File: src/rtl/ram_arbiter_pkg.sv
// Shared types and constants for the SDRAM front-end arbiter and its picker.
package ram_arbiter_pkg;

    typedef enum logic [2:0] {
        IDLE    = 3'd0,
        ISSUE   = 3'd1,
        WAIT_RD = 3'd2,
        DELIVER = 3'd3,
        RELEASE = 3'd4
    } arb_state_t;

    localparam int ARB_RR   = 0;
    localparam int ARB_PRIO = 1;

    typedef enum logic {
        CMD_WR = 1'b0,
        CMD_RD = 1'b1
    } cmd_t;

endpackage

File: src/rtl/rr_picker.sv
// Combinational request picker: round-robin after the last grant, or fixed
// priority with channel 0 highest. Emits a one-hot grant and its index.
module rr_picker #(
    parameter int NCH = 2,
    parameter int IW  = $clog2(NCH)
) (
    input  logic [NCH-1:0] req,
    input  logic [IW-1:0]  last,
    input  logic           mode,
    output logic [NCH-1:0] gnt,
    output logic [IW-1:0]  idx
);
    import ram_arbiter_pkg::*;

    logic [IW-1:0] cand;
    logic          found;

    // Walk the candidates in the order the mode dictates; the first active one wins
    always_comb begin
        gnt   = '0;
        idx   = '0;
        cand  = '0;
        found = 1'b0;
        for (int i = 0; i < NCH; i++) begin
            if (mode == 1'(ARB_PRIO)) begin
                cand = IW'(i);
            end else begin
                cand = IW'((int'(last) + i + 1) % NCH);
            end
            if (!found && req[cand]) begin
                found     = 1'b1;
                gnt[cand] = 1'b1;
                idx       = cand;
            end
        end
    end

endmodule

File: src/rtl/ram_arbiter.sv
// Multi-master front end for sdram_block: one downstream command at a time,
// read data is routed back to the channel that issued the read.
module ram_arbiter #(
    parameter int NCH  = 2,
    parameter int AW   = 24,
    parameter int DW   = 16,
    parameter int MODE = 0
) (
    input  logic                    clk,
    input  logic                    rst,
    input  logic [NCH-1:0][AW-1:0]  ch_addr,
    input  logic [NCH-1:0][DW-1:0]  ch_wr_data,
    input  logic [NCH-1:0]          ch_wr_en,
    input  logic [NCH-1:0]          ch_rd_en,
    output logic [NCH-1:0]          ch_gnt,
    output logic [DW-1:0]           ch_rd_data,
    output logic [NCH-1:0]          ch_rd_ready,
    input  logic [NCH-1:0]          ch_rd_ack,
    output logic [AW-1:0]           ram_addr,
    output logic [DW-1:0]           ram_wr_data,
    output logic                    ram_wr_en,
    output logic                    ram_rd_en,
    input  logic                    ram_busy,
    input  logic [DW-1:0]           ram_rd_data,
    input  logic                    ram_rd_ready,
    output logic                    ram_rd_ack
);
    import ram_arbiter_pkg::*;

    localparam int IW = $clog2(NCH);

    arb_state_t      state_q, state_d;
    cmd_t            cmd_q, cmd_d;
    logic [IW-1:0]   win_q, win_d;
    logic [IW-1:0]   last_q, last_d;

    logic [NCH-1:0]  ch_gnt_q, ch_gnt_d;
    logic [DW-1:0]   ch_rd_data_q, ch_rd_data_d;
    logic [NCH-1:0]  ch_rd_ready_q, ch_rd_ready_d;
    logic [AW-1:0]   ram_addr_q, ram_addr_d;
    logic [DW-1:0]   ram_wr_data_q, ram_wr_data_d;
    logic            ram_wr_en_q, ram_wr_en_d;
    logic            ram_rd_en_q, ram_rd_en_d;
    logic            ram_rd_ack_q, ram_rd_ack_d;

    logic [NCH-1:0]  req;
    logic [NCH-1:0]  pick_gnt;
    logic [IW-1:0]   pick_idx;

    assign req = ch_wr_en | ch_rd_en;

    rr_picker #(
        .NCH (NCH),
        .IW  (IW)
    ) u_picker (
        .req  (req),
        .last (last_q),
        .mode (1'(MODE)),
        .gnt  (pick_gnt),
        .idx  (pick_idx)
    );

    // Next-state and registered-output logic; pulses default low, data outputs hold
    always_comb begin
        state_d       = state_q;
        cmd_d         = cmd_q;
        win_d         = win_q;
        last_d        = last_q;
        ch_gnt_d      = '0;
        ch_rd_data_d  = ch_rd_data_q;
        ch_rd_ready_d = ch_rd_ready_q;
        ram_addr_d    = ram_addr_q;
        ram_wr_data_d = ram_wr_data_q;
        ram_wr_en_d   = 1'b0;
        ram_rd_en_d   = 1'b0;
        ram_rd_ack_d  = 1'b0;
        case (state_q)
            IDLE: begin
                if ((|req) && !ram_busy) begin
                    win_d         = pick_idx;
                    last_d        = pick_idx;
                    cmd_d         = ch_wr_en[pick_idx] ? CMD_WR : CMD_RD;
                    ram_addr_d    = ch_addr[pick_idx];
                    ram_wr_data_d = ch_wr_data[pick_idx];
                    ram_wr_en_d   = ch_wr_en[pick_idx];
                    ram_rd_en_d   = !ch_wr_en[pick_idx];
                    ch_gnt_d      = pick_gnt;
                    state_d       = ISSUE;
                end
            end
            ISSUE: begin
                state_d = (cmd_q == CMD_WR) ? IDLE : WAIT_RD;
            end
            WAIT_RD: begin
                if (ram_rd_ready) begin
                    ch_rd_data_d         = ram_rd_data;
                    ch_rd_ready_d        = '0;
                    ch_rd_ready_d[win_q] = 1'b1;
                    state_d              = DELIVER;
                end
            end
            DELIVER: begin
                if (ch_rd_ack[win_q]) begin
                    ch_rd_ready_d = '0;
                    ram_rd_ack_d  = 1'b1;
                    state_d       = RELEASE;
                end
            end
            RELEASE: begin
                state_d = IDLE;
            end
            default: begin
                state_d = IDLE;
            end
        endcase
    end

    // State and output registers; reset abandons any transaction in flight
    always_ff @(posedge clk) begin
        if (!rst) begin
            state_q       <= IDLE;
            cmd_q         <= CMD_WR;
            win_q         <= '0;
            last_q        <= IW'(NCH - 1);
            ch_gnt_q      <= '0;
            ch_rd_data_q  <= '0;
            ch_rd_ready_q <= '0;
            ram_addr_q    <= '0;
            ram_wr_data_q <= '0;
            ram_wr_en_q   <= 1'b0;
            ram_rd_en_q   <= 1'b0;
            ram_rd_ack_q  <= 1'b0;
        end else begin
            state_q       <= state_d;
            cmd_q         <= cmd_d;
            win_q         <= win_d;
            last_q        <= last_d;
            ch_gnt_q      <= ch_gnt_d;
            ch_rd_data_q  <= ch_rd_data_d;
            ch_rd_ready_q <= ch_rd_ready_d;
            ram_addr_q    <= ram_addr_d;
            ram_wr_data_q <= ram_wr_data_d;
            ram_wr_en_q   <= ram_wr_en_d;
            ram_rd_en_q   <= ram_rd_en_d;
            ram_rd_ack_q  <= ram_rd_ack_d;
        end
    end

    assign ch_gnt      = ch_gnt_q;
    assign ch_rd_data  = ch_rd_data_q;
    assign ch_rd_ready = ch_rd_ready_q;
    assign ram_addr    = ram_addr_q;
    assign ram_wr_data = ram_wr_data_q;
    assign ram_wr_en   = ram_wr_en_q;
    assign ram_rd_en   = ram_rd_en_q;
    assign ram_rd_ack  = ram_rd_ack_q;

endmodule

File: config.mk
export PLATFORM = sky130hd
export DESIGN_NAME = ram_arbiter
export DESIGN_NICKNAME = d
export VERILOG_FILES = /design/src/rtl/ram_arbiter_pkg.sv /design/src/rtl/rr_picker.sv /design/src/rtl/ram_arbiter.sv
export SDC_FILE = /design/constraint.sdc
export NUM_CORES = 1
export LEC_CHECK = 0
export BUFFER_PORTS_ARGS = -buffer_cell sky130_fd_sc_hd__buf_2
export CORE_ASPECT_RATIO = 1.5
export CORE_UTILIZATION = 50
export CTS_BUF_LIST = sky130_fd_sc_hd__clkbuf_4 sky130_fd_sc_hd__clkbuf_8
export DETAILED_ROUTE_END_ITERATION = 16
export GPL_TIMING_DRIVEN = 1
export MAX_ROUTING_LAYER = met4
export PLACE_DENSITY = 0.87
export SYNTH_ARGS = -nofsm -noshare
export SYNTH_HDL_FRONTEND = slang
export SYNTH_SLANG_ARGS = --single-unit
File: constraint.sdc
create_clock -name clk -period 2.5 [get_ports clk]
set_input_delay 0.5 -clock clk [delete_from_list [all_inputs] [get_ports clk]]
set_output_delay 0.5 -clock clk [all_outputs]
set_load 0.03 [all_outputs]
[After elaboration in Yosys (flattened, before gate mapping)]
Cells that the tools add are included.
Storage, ports and cells
  flip-flop bits (word level): 69
  bits in latches: 0
  memory bits (writable): 0
  memory bits (read-only): 0
  input bits: 106
  output and inout bits: 63
  logic and storage cells: 79
  memories: 0
Cells by class
  add/sub/neg operators: 2
  multipliers: 0
  div/mod/pow operators: 0
  magnitude comparators: 7
  equality and inequality tests: 6
  shift-type cells: 0
  mux-type cells: 33
  bitwise operators: 2
  reductions and logical operators: 17
Operators with widths (count)
  two-way mux 24 bit: 2
  two-way mux 16 bit: 2
  two-way mux 1 bit: 16
  case mux 3 bit (4 select lines): 1
  two-way mux 2 bit: 5
  two-way mux 3 bit: 3
  AND reduction 3 bit: 3
  < comparator 1 x 2 -> 1 bit (second input constant): 4
  equality test 3 x 2 -> 1 bit (second input constant): 2
  inequality test 2 bit (second input constant): 3
  AND reduction 2 bit: 3
  logical AND 1 bit: 5
  OR 2 bit: 2
  case mux 2 bit (2 select lines): 1
  demux 1 bit (select 1 bit): 3
  equality test 3 x 1 -> 1 bit (second input constant): 1
  greater-or-equal comparator 1 bit (second input constant): 3
  zero test 1 bit: 3
  zero test 3 bit: 1
  adder 1 bit (second input constant): 2
  nonzero test 2 bit: 1
  OR reduction 2 bit: 1

[Logic depth before layout (Yosys ltp)]
  depth in word-level cells: 10
  gate-level depth with buffers: 5
  gate-level depth less buffers: 3

[Hierarchy]
From an unflattened synthesis, not the netlist that was laid out.
Second synthesis, totals
  cells, all modules: 321
  area total of the unflattened synthesis: 3101.7 µm²
Modules (own cells, without submodules)
  ram_arbiter: instances 1, cells each 316, area an instance 3072.9 µm², seq. area each 1381.3 µm²
  rr_picker: instances 1, cells each 5, area an instance 28.8 µm², seq. area each 0.0 µm²

[Least setup slack after synthesis]
No wires, ideal clock.
  path type: input to register
  start: input ram_busy
  end: register ram_addr_q[0] (netlist: ram_addr[0])
  setup time: 119 ps
  arrival: 1639 ps
  required time: 2381 ps
  setup slack: 742 ps
  stages on the path: 5
  path buffers: 2
  cells stage by stage: or4_1 -> buf_6 -> buf_6 -> a311o_1 -> o221a_1
Between the ends
  longest elaborated chain between the ends: 3
RTL lines
  start: declaration: line ram_arbiter.sv:23  | input logic ram_busy,
  zero test 1 bit: line ram_arbiter.sv:79  | if ((|req) && !ram_busy) begin
  logical AND 1 bit: line ram_arbiter.sv:79
  AND reduction 2 bit (no line)
  end signal: assignment: line ram_arbiter.sv:141  | ram_addr_q <= ram_addr_d;
  end: declaration: line ram_arbiter.sv:40  | logic [AW-1:0] ram_addr_q, ram_addr_d;
No other way between the ends.
A chain may end at the register's enable or synchronous reset.

[Final worst setup path]
  start: register state_q[2]
  end: register ram_addr_q[22] (netlist: ram_addr[22])
Between the ends
  longest elaborated chain between the ends: 2
RTL lines
  start: declaration: line ram_arbiter.sv:32  | arb_state_t state_q, state_d;
  start signal: assignment: line ram_arbiter.sv:134  | state_q <= state_d;
  zero test 3 bit: line ram_arbiter.sv:77  | case (state_q)
  AND reduction 2 bit (no line)
No other way between the ends.

==> results.txt <==
- The synthesized design contains 0 enable-type register cells.
- Maximum clock frequency: 498.1 MHz
- The number of different library cells used by synthesis comes to 35.
- Worst setup slack before clock tree synthesis: 0.4145 ns
- Sequential area share after synthesis: 42.48%
- From bottom edge to top edge, the die measures 100.8 µm.
* Worst min-delay path endpoint: ch_rd_data[2]
- Among the stages of the critical path, the cell type that occurs most often is sky130_fd_sc_hd__buf_4.
- Post-detailed-route wirelength per cell: 16.06 µm
* Initial core utilization: 52.29%
* Share of flip-flops with an asynchronous set or reset after synthesis: 0%
- GPL Wtd Cong: 0.7650
* Floorplan Core Area: 0.006218 mm²
- Of all nets on the critical path, the largest fanout is 44.
- Share of layout cells above drive strength 1: 41.58%
- In the post-synthesis netlist, the cell with the most instances is sky130_fd_sc_hd__dfxtp_1.
- Number of antenna repair diodes: 0
- Unrepaired setup endpoints after global routing: false
* Max clock buf depth: 2
- Count of final setup violators: 0
- The first routing iteration left 140 violations.
- The number of antenna violations at the first check in global routing is 0.
* Actual slew at the worst max-slew pin: 0.6275 ns
* Setup Crit Path Kind: reg -> reg
- Result of the run: finished clean
* Depth of the worst hold-timing path: 3
- Count of buffers added by post-CTS timing repair for setup: 0
- Type of element launching the critical path: flop
* Hold Buf Count CTS: 0
- The share of synthesized area in the top cell type comes to 42.48%.
- DPL Wire Length: 6150 µm
* DRC violations left: 0
- CTS saw 69 sinks.
- STA classifies the critical path endpoint as a flop.
* Combined area of all synthesized cells: 0.003252 mm²
- The critical path goes through or4_1 > buf_4 > nor2_4 > buf_4 > o221a_1.
- Worst VDD drop: 401.7 µV
- Final number of max-transition violations: 0
- The pre-antenna-repair detailed-routing pass consisted of 4 iterations.
- CP Data Arrival Time: 2.29 ns
- Detailed-route vias per instance: 6.049
- Worst path buffer plus inverter count: 2
- Sorting the synthesized cells by area gives the leading types as sky130_fd_sc_hd__dfxtp_1 (42%), sky130_fd_sc_hd__o221a_1 (13%), sky130_fd_sc_hd__a311o_1 (12%).
- Number of top-level pins: 169
- Detailed routing inserted a total of 3357 vias.
- Most instantiated cells after synthesis: sky130_fd_sc_hd__dfxtp_1 (69), sky130_fd_sc_hd__a21boi_0 (41), sky130_fd_sc_hd__a311o_1 (40), sky130_fd_sc_hd__o221a_1 (38), sky130_fd_sc_hd__nand2_1 (36)
- Setup slack on the critical path of the routed design comes to 0.4922 ns.
- A synthesized cell averages 9.884 µm².
- Sum of negative setup slack: 0 ns
- Number of core rows: 35
* Power Dens Cells: 670.4 mW/mm²
* Quantity of I/O buffers inserted on ports: 168
- Leakage power: 1.912 nW
- STA puts the critical path data required time at 2.78 ns.
- Number of max-cap violations: 0
- At the later pin of the worst-skew pair, clock insertion delay measures 0.34 ns.
* Relative slew margins: 57.93%
- Antenna-violating nets left: 0
- Number of buffers inserted during clock tree synthesis: 9
* Clock tree from TritonCTS: yes
- The routed design has 8916 µm of wire.
* Minimum setup slack among reg-to-reg paths: 0.49 ns
- After the last flow step, the layout net total stands at 582.
- The most used flip-flop cell after synthesis is sky130_fd_sc_hd__dfxtp_1.
* Minimum clock period after layout: 2.008 ns
- The worst hold path belongs to the class in -> reg.
* Critical register-to-register path startpoint: state_q[2]
* Yosys warns: 0
- Post-Route Skew: 0.009262 ns
- Launch instance of the worst min-delay path: ram_rd_data[2]
- Counting flops and latches in the post-synthesis netlist gives 69.
- Global routing used 27.11% of the available tracks across all layers.
- Cell family with the largest share of critical-path delay: simple AND/OR/NAND/NOR gates
- Worst-path clk slew: 0.08 ns
- The biggest area contributor in the post-synthesis netlist is sky130_fd_sc_hd__dfxtp_1.
- Hold Vio Cnt, Final: 0
- Largest stage delay on the critical path: 0.53 ns
- Synthesis produced a netlist whose cell count is 329.
* Clock H-tree levels: 3
- From left edge to right edge, the die measures 67.85 µm.
- Mapped Nets: 435
* Reg2Reg Depth: 5
- Fin crit share: 80.31%
* Maximum number of pins on one net before global-route repair: 63
- In this run the clock root is driven by a sky130_fd_sc_hd__clkbuf_8.
* First-pass GRT wire length: 13750 µm
* Vias in the first global route: 3100
- The endpoint identified for the worst register-to-register timing path is ram_addr[22].
- After clock tree synthesis, the repair step resized 0 gates.
- Global route total overflow: 0
- Share of the core filled with cells in the final layout: 69.40%
- Crit-path slowest cell: sky130_fd_sc_hd__or4_1
- The die covers 0.006837 mm².
- Area growth syn-to-layout: 32.70%
layout make-up:
type                       count  area (µm²)
sequential                    69        1381
multi-input combinational    217        1678
inverter                       2       7.507
clock buffer                   9       123.9
timing repair buffer         177       933.4
tap                           74       92.59
fill                         531        1903
clock inverter                 7       98.84
cell usage in the layout, fill, tap and decap left out, types with 3 or more instances in the layout:
master                     synthesis  routed
sky130_fd_sc_hd__buf_4             0       7
sky130_fd_sc_hd__nand3_1           4       4
sky130_fd_sc_hd__buf_2             4     168
sky130_fd_sc_hd__a21boi_0         41      41
sky130_fd_sc_hd__nor2_1            8       8
sky130_fd_sc_hd__o21ai_0           4       4
sky130_fd_sc_hd__clkbuf_8          0       9
sky130_fd_sc_hd__dfxtp_1          69      69
sky130_fd_sc_hd__nand2b_1          3       3
sky130_fd_sc_hd__a21oi_1          19      19
sky130_fd_sc_hd__a311o_1          40      40
sky130_fd_sc_hd__o221a_1          38      38
sky130_fd_sc_hd__nand2_1          36      36
metrics by stage:
stage	instances	power, mW	hold slack (ns)	area [µm²]
final	555	2.893	0.3826	4315
after CTS	555	2.911	0.3697	4315
after global routing	555	3.015	0.3885	4315
after detailed placement	539	1.900	0.4433	4093
after global placement	539	1.884	0.4382	4093
after floorplan	329	1.684	0.4857	3252
sequential cells by signal (all words and copies together), names as in the netlist:
| name | count |
|---|---|
| ch_rd_data | 16 |
| win_q | 1 |
| ch_gnt | 2 |
| cmd_q | 1 |
| ram_rd_en | 1 |
| state_q | 3 |
| ram_wr_en | 1 |
| ram_rd_ack | 1 |
| ch_rd_ready | 2 |
| last_q | 1 |
| ram_wr_data | 16 |
| ram_addr | 24 |
routing by layer:
layer / global-route usage [%] / part of all wire, % / vias to the layer above
met3: 4.638 / 6.7 / 21
met1: 30.82 / 39 / 1588
met5: - / 0 / -
li1: - / - / 1592
met4: 14.42 / 2.8 / 0
met2: 44.25 / 52 / 156
cell families after synthesis:
group	synth area share (%)
buf+inv	6.272
mux	0.3078
flops	42.48
compound gates	41.02
simple gates	9.927
worst min-delay path, stage by stage:
cell	delay (ns)
sky130_fd_sc_hd__buf_2	0.09
sky130_fd_sc_hd__nand2_1	0.04
sky130_fd_sc_hd__a21oi_1	0.05
worst max-delay path by stage:
stage	startpoint	to	slack, ns	depth (start not counted)
finish	state_q[2]	ram_addr[22]	0.49	5
global route	state_q[2]	ram_addr[22]	0.39	5
CTS	state_q[2]	ram_addr[19]	0.52	5
detailed placement	ram_busy	ram_addr[19]	0.41	6
global placement	ram_busy	ram_wr_data[0]	0.45	6
floorplan	ram_busy	ram_addr[0]	0.74	5
power breakdown:
group	switching [mW]	total (mW)	internal, mW
registers	0.0471	1.22	1.18
clock network	0.449	1.02	0.567
logic	0.386	0.653	0.267
total	0.882	2.89	2.01
Power figures use the tool's default switching activity.
